==> config.mk <==
export PLATFORM = sky130hd
export DESIGN_NAME = fp_norm_round
export DESIGN_NICKNAME = d
export VERILOG_FILES = /design/src/rtl/fp_norm_round.sv
export SDC_FILE = /design/constraint.sdc
export NUM_CORES = 1
export LEC_CHECK = 0
export ABC_AREA = 1
export CORE_AREA = 5 5 178 146
export DETAILED_ROUTE_END_ITERATION = 16
export DIE_AREA = 0 0 183 151
export GPL_TIMING_DRIVEN = 0
export SYNTH_ARGS = -nofsm -noshare
export SYNTH_HDL_FRONTEND = slang
export SYNTH_SLANG_ARGS = --single-unit
export TNS_END_PERCENT = 20
==> constraint.sdc <==
create_clock -name clk -period 4.3 [get_ports clk]
set_input_delay 0.86 -clock clk [delete_from_list [all_inputs] [get_ports clk]]
set_output_delay 0.86 -clock clk [all_outputs]
set_load 0.005 [all_outputs]
==> src/rtl/fp_norm_round.sv <==
// ============================================================================
//  fp_norm_round : multi-cycle normalize / round-to-nearest-even / saturate
//  stage that packs a single-precision {sign, exp[7:0], frac[22:0]} result.
//  Revision: 1.0
// ============================================================================
`default_nettype none

module fp_norm_round #(
  parameter int SHIFT_STEP = 4
) (
  input  logic        clk,
  input  logic        reset,
  input  logic        in_valid,
  output logic        in_ready,
  input  logic        sign_in,
  input  logic [8:0]  exp_in,
  input  logic [26:0] mant_in,
  output logic        out_valid,
  input  logic        out_ready,
  output logic        sign_out,
  output logic [7:0]  exp_out,
  output logic [22:0] mant_out,
  output logic        flag_ovf,
  output logic        flag_unf,
  output logic        flag_inex
);

  typedef enum logic [1:0] {
    ST_IDLE  = 2'd0,
    ST_NORM  = 2'd1,
    ST_ROUND = 2'd2,
    ST_DONE  = 2'd3
  } state_t;

  localparam logic [4:0] c_step = 5'(SHIFT_STEP);

  state_t      r_state;
  logic        r_sign;
  logic        r_ftz;
  logic [9:0]  r_exp;
  logic [26:0] r_mant;

  // Leading zeros of bits[25:0]; 26 when the field is all zero.
  function automatic logic [4:0] lzc26(input logic [25:0] v);
    logic [4:0] n;
    n = 5'd26;
    for (int i = 0; i < 26; i++) begin
      if (v[i]) n = 5'(25 - i);
    end
    return n;
  endfunction

  logic [4:0]  w_lzc;
  logic [4:0]  w_shift;
  logic [25:0] w_shl;
  logic [22:0] w_frac;
  logic        w_guard;
  logic        w_sticky;
  logic        w_round_up;
  logic [23:0] w_frac_sum;
  logic [9:0]  w_exp_rnd;

  always_comb begin
    w_lzc      = lzc26(r_mant[25:0]);
    w_shift    = (w_lzc > c_step) ? c_step : w_lzc;
    w_shl      = r_mant[26:1] << w_shift;
    w_frac     = r_mant[24:2];
    w_guard    = r_mant[1];
    w_sticky   = r_mant[0];
    w_round_up = w_guard & (w_sticky | w_frac[0]);
    w_frac_sum = {1'b0, w_frac} + {23'd0, w_round_up};
    // A carry out of the fraction means the significand became 2.0.
    w_exp_rnd  = r_exp + {9'd0, w_frac_sum[23]};
  end

  always_ff @(posedge clk or negedge reset) begin
    if (!reset) begin
      r_state   <= ST_IDLE;
      r_sign    <= 1'b0;
      r_ftz     <= 1'b0;
      r_exp     <= 10'd0;
      r_mant    <= 27'd0;
      in_ready  <= 1'b1;
      out_valid <= 1'b0;
      sign_out  <= 1'b0;
      exp_out   <= 8'd0;
      mant_out  <= 23'd0;
      flag_ovf  <= 1'b0;
      flag_unf  <= 1'b0;
      flag_inex <= 1'b0;
    end else begin
      case (r_state)
        ST_IDLE: begin
          if (in_valid) begin
            r_sign    <= sign_in;
            r_exp     <= {1'b0, exp_in};
            r_mant    <= mant_in;
            r_ftz     <= (exp_in == 9'd0);
            in_ready  <= 1'b0;
            flag_ovf  <= 1'b0;
            flag_unf  <= 1'b0;
            flag_inex <= 1'b0;
            r_state   <= ST_NORM;
          end
        end

        ST_NORM: begin
          if (r_ftz) begin
            sign_out  <= r_sign;
            exp_out   <= 8'd0;
            mant_out  <= 23'd0;
            flag_unf  <= |r_mant;
            out_valid <= 1'b1;
            r_state   <= ST_DONE;
          end else if (r_mant[26]) begin
            r_mant  <= {1'b0, r_mant[26:2], r_mant[1] | r_mant[0]};
            r_exp   <= r_exp + 10'd1;
            r_state <= ST_ROUND;
          end else if (r_mant == 27'd0) begin
            sign_out  <= r_sign;
            exp_out   <= 8'd0;
            mant_out  <= 23'd0;
            out_valid <= 1'b1;
            r_state   <= ST_DONE;
          end else if (r_mant[25]) begin
            r_state <= ST_ROUND;
          end else if ({5'd0, w_shift} >= r_exp) begin
            sign_out  <= r_sign;
            exp_out   <= 8'd0;
            mant_out  <= 23'd0;
            flag_unf  <= 1'b1;
            out_valid <= 1'b1;
            r_state   <= ST_DONE;
          end else begin
            // Sticky stays in bit 0; only carry..guard move.
            r_mant[26:1] <= w_shl;
            r_exp        <= r_exp - {5'd0, w_shift};
          end
        end

        ST_ROUND: begin
          sign_out  <= r_sign;
          flag_inex <= w_guard | w_sticky;
          if (w_exp_rnd >= 10'd255) begin
            exp_out   <= 8'hFF;
            mant_out  <= 23'd0;
            flag_ovf  <= 1'b1;
            flag_inex <= 1'b1;
          end else begin
            exp_out  <= w_exp_rnd[7:0];
            mant_out <= w_frac_sum[22:0];
          end
          out_valid <= 1'b1;
          r_state   <= ST_DONE;
        end

        ST_DONE: begin
          if (out_ready) begin
            out_valid <= 1'b0;
            in_ready  <= 1'b1;
            r_state   <= ST_IDLE;
          end
        end

        default: r_state <= ST_IDLE;
      endcase
    end
  end

endmodule

`default_nettype wire

==> results by group <==
Synth
  • Mapped Cells: 936
  • Post-synth EDFFs: 0
  • Netlist cell types: 51
  • Largest area contributor in the netlist: dfrtp_1
  • Post-synth ARST share: 100%
  • Synth cell count leaders: nand2_1 (251), nand3_1 (122), nor2_1 (116)
  • Avg Cell Area, Syn: 6.56 um2
  • Main synth FF type: dfrtp_1
  • Post-synth top area share: 31.4%
  • Seq cells post-synth: 78
  • Count leader, synth: nand2_1
  • Ys Warns: 0
  • Sequential cell area fraction in the yosys report: 31.8%
  • Synthesized area: 6140 um2
  • Largest cells by area after synthesis: dfrtp_1 (31%), nand2_1 (15%), nand3_1 (9.9%), nor2_1 (7.1%), o21ai_0 (4.7%)

Clocking
  • Sink Count: 78
  • CTS tree: done
  • Clock Tree Root: clkbuf_16
  • Clock Latency Late Sink: 360 ps
  • Clock Path Buffers: 2
  • CTS clk-pin slew, worst paths: 70 ps
  • H-tree Lvls: 3
  • CTS Buf Count: 9
  • Hold buffer count at CTS: 0

Die
  • Die width: 183 um
  • Core Area: 23900 um2
  • IO Count: 78
  • DIE HEIGHT: 151 um
  • Initial core utilization: 25.6%
  • Die area: 27600 um2
  • Rows: 51

Pwr
  • Static leakage: 0.00427 uW
  • Psw: 4240 uW
  • Comb power frac: 71.6%
  • Power per cell area: 857 nW/um2
  • Sw frac: 53.7%
  • Clk network pwr share: 9.6%
  • Internal power: 3660 uW
  • VDD IR-drop max: 0.000337 V
  • Sequential power share: 18.8%

STA
  • Unrepaired setup endpoints after global routing: true
  • Minimum clock period: 4750 ps
  • Fin Setup TNS: -7790 ps
  • Final setup vio count: 45
  • Final Worst Setup Slack: -449 ps
  • Slew @ Worst Pin: 677 ps
  • Rel. slew slack: 54.8%
  • Final hold vios: 0
  • Worst clock skew: 11.1 ps
  • Slew Limit Fails: 0
  • Maximum clock rate: 211 MHz
  • Final period utilization: 110%

Critical path
  • Max stage delay cell, worst path: dfrtp_2
  • Setup crit end kind: register
  • Most frequent CP cell: buf_4
  • CP startpoint kind: register
  • Worst EP required: 4540 ps
  • Worst path max stage delay: 450 ps
  • Arr. time, crit path: 4990 ps
  • Worst Path Max Fanout: 2
  • WS Path Type: register to register
  • Internal reg-to-reg setup slack: -450 ps

Global routing
  • Gr usage total: 17.6%
  • Vias in the first global route: 6894
  • Pin count of the biggest net entering global routing: 50
  • Initial antenna violation count: 0
  • Global-route wire length before repair: 38400 um
  • Global route total overflow: 0

Finish
  • Fin nets: 1201
  • Layout cells sized above 1: 25.1%
  • Multi-input gate area: 4150 um2
  • FF+latch area: 1960 um2
  • Layout Cells excl Fill: 1468
  • Antenna Cells: 0
  • Filler cells: 2483
  • Finished Cell Area: 9220 um2
  • Syn-to-layout area delta: 50.3%

Placement
  • Post-DP HPWL: 17300 um
  • Post-DP Area: 7350 um2
  • Number of port buffers: 77
  • Placed cells: 1333
  • Placer Congestion: 0.950

Detailed routing
  • Starting DRC count in detailed routing: 763
  • Routed Antenna Nets: 0
  • Vias: 7340
  • Post-DR wirelength/cell: 17.1 um
  • Final wirelength: 25100 um
  • Via density: 5.00
  • Pre-antenna DRT Iters: 5
  • Drt drc: 0

Run
  • Max_cap viols: 0

Run status
  • Status: finished with violations
  • Violated checks: setup timing

Min path
  • Hold crit path type: input port to asynchronous set/reset pin
[cells by family (layout without fill, tap and decap cells)]
logic type      Yosys count  in the layout  share of synthesized area, %
fa+ha+maj                15             15                          3.18
other cells               1              2                        0.0611
flops                    78             78                          31.8
mux                       1              1                         0.183
compound gates          143            143                          13.3
xor+xnor                 16             16                          2.28
simple gates            555            555                          40.5
buf+inv                 127            340                          8.60
[routing by layer]
metal	wire, um	track usage, %	share of wire, %	up-vias
li1	-	-	-	3535
met1	11600	25.4	46	3421
met2	10800	26.3	43	330
met3	2130	3.39	8.5	54
met4	597	6.22	2.4	0
met5	0	0	0	-
[sequential cells by signal, summed over array words and instances (netlist names)]
register / cells
in_ready: 1
out_valid: 1
r_exp: 10
mant_out: 23
r_mant: 27
flag_ovf: 1
r_state: 2
r_sign: 1
r_ftz: 1
exp_out: 8
flag_inex: 1
sign_out: 1
flag_unf: 1
[final cells by class]
cell class | count | share of cell area [%]
plain buffers | 50 | 3.72
clock buffers | 9 | 2.44
clock inverters | 7 | 0.638
inverters | 77 | 3.32
multi-input cells | 732 | 45.0
flip-flops and latches | 78 | 21.2
well taps | 318 | 4.31
repair buffers | 197 | 19.4
[layout by cell type, fill, tap and decap left out, types with 11 or more instances in the layout]
| cell | n |
|---|---|
| o21ai_1 | 15 |
| a21oi_1 | 37 |
| clkbuf_1 | 20 |
| buf_6 | 21 |
| buf_4 | 108 |
| nor2_1 | 108 |
| nand2_1 | 231 |
| nand3_2 | 15 |
| o21ai_2 | 12 |
| inv_1 | 64 |
| clkdlybuf4s50_1 | 76 |
| clkbuf_16 | 11 |
| o21ai_0 | 35 |
| xor2_1 | 12 |
| nand2_2 | 27 |
| dfrtp_1 | 75 |
| nand3_1 | 117 |
| nand4_1 | 14 |
[stage by stage]
step	setup WS, ps	util, %	power, uW	hold slack [ps]
2_1_floorplan	6.86	-	4540	443
3_3_place_gp	-1240	30.6	6030	458
3_5_place_dp	-1360	30.7	6070	468
4_1_cts	-513	36.6	7220	462
5_1_grt	-570	38.5	8530	486
6_report	-449	38.5	7900	443
[power groups by stage]
stage	sequential, uW	clock (uW)	combinational [uW]
global route	1530	801	6200
CTS	1460	768	4990
detailed placement	1460	0	4620
global placement	1450	0	4590
floorplan	1340	0	3200
finish	1490	755	5660
[final timing paths]
kind / startpoint / to / cells past startpoint
max: r_mant[2] / mant_out[21] / 38
min: reset / r_exp[5] / 1
max reg2reg: r_mant[2] / mant_out[21] / 38
min reg2reg: mant_out[21] / mant_out[21] / 2
max in group asynchronous: reset / in_ready / 2
min in group clk: mant_out[21] / mant_out[21] / 2
[timing repair]
| action | in CTS | in global routing |
|---|---|---|
| pin swaps | 20 | 32 |
| hold endpoints to repair | 0 | 0 |
| setup buffers | 110 | 23 |
| resized for setup | 102 | 93 |
| endpoints found under the setup margin | 70 | 71 |
| gates cloned | 1 | 2 |
[critical path: cells and delay by family, from the launching register on]
kind | cells | cell delay, ps
buffers and inverters | 24 | 2890
adders and majority gates | 1 | 160
AOI/OAI and AO/OA | 1 | 260
DFF | 1 | 450
and+or+nand+nor | 12 | 870
Note: power is estimated with default switching activity, not from simulation.
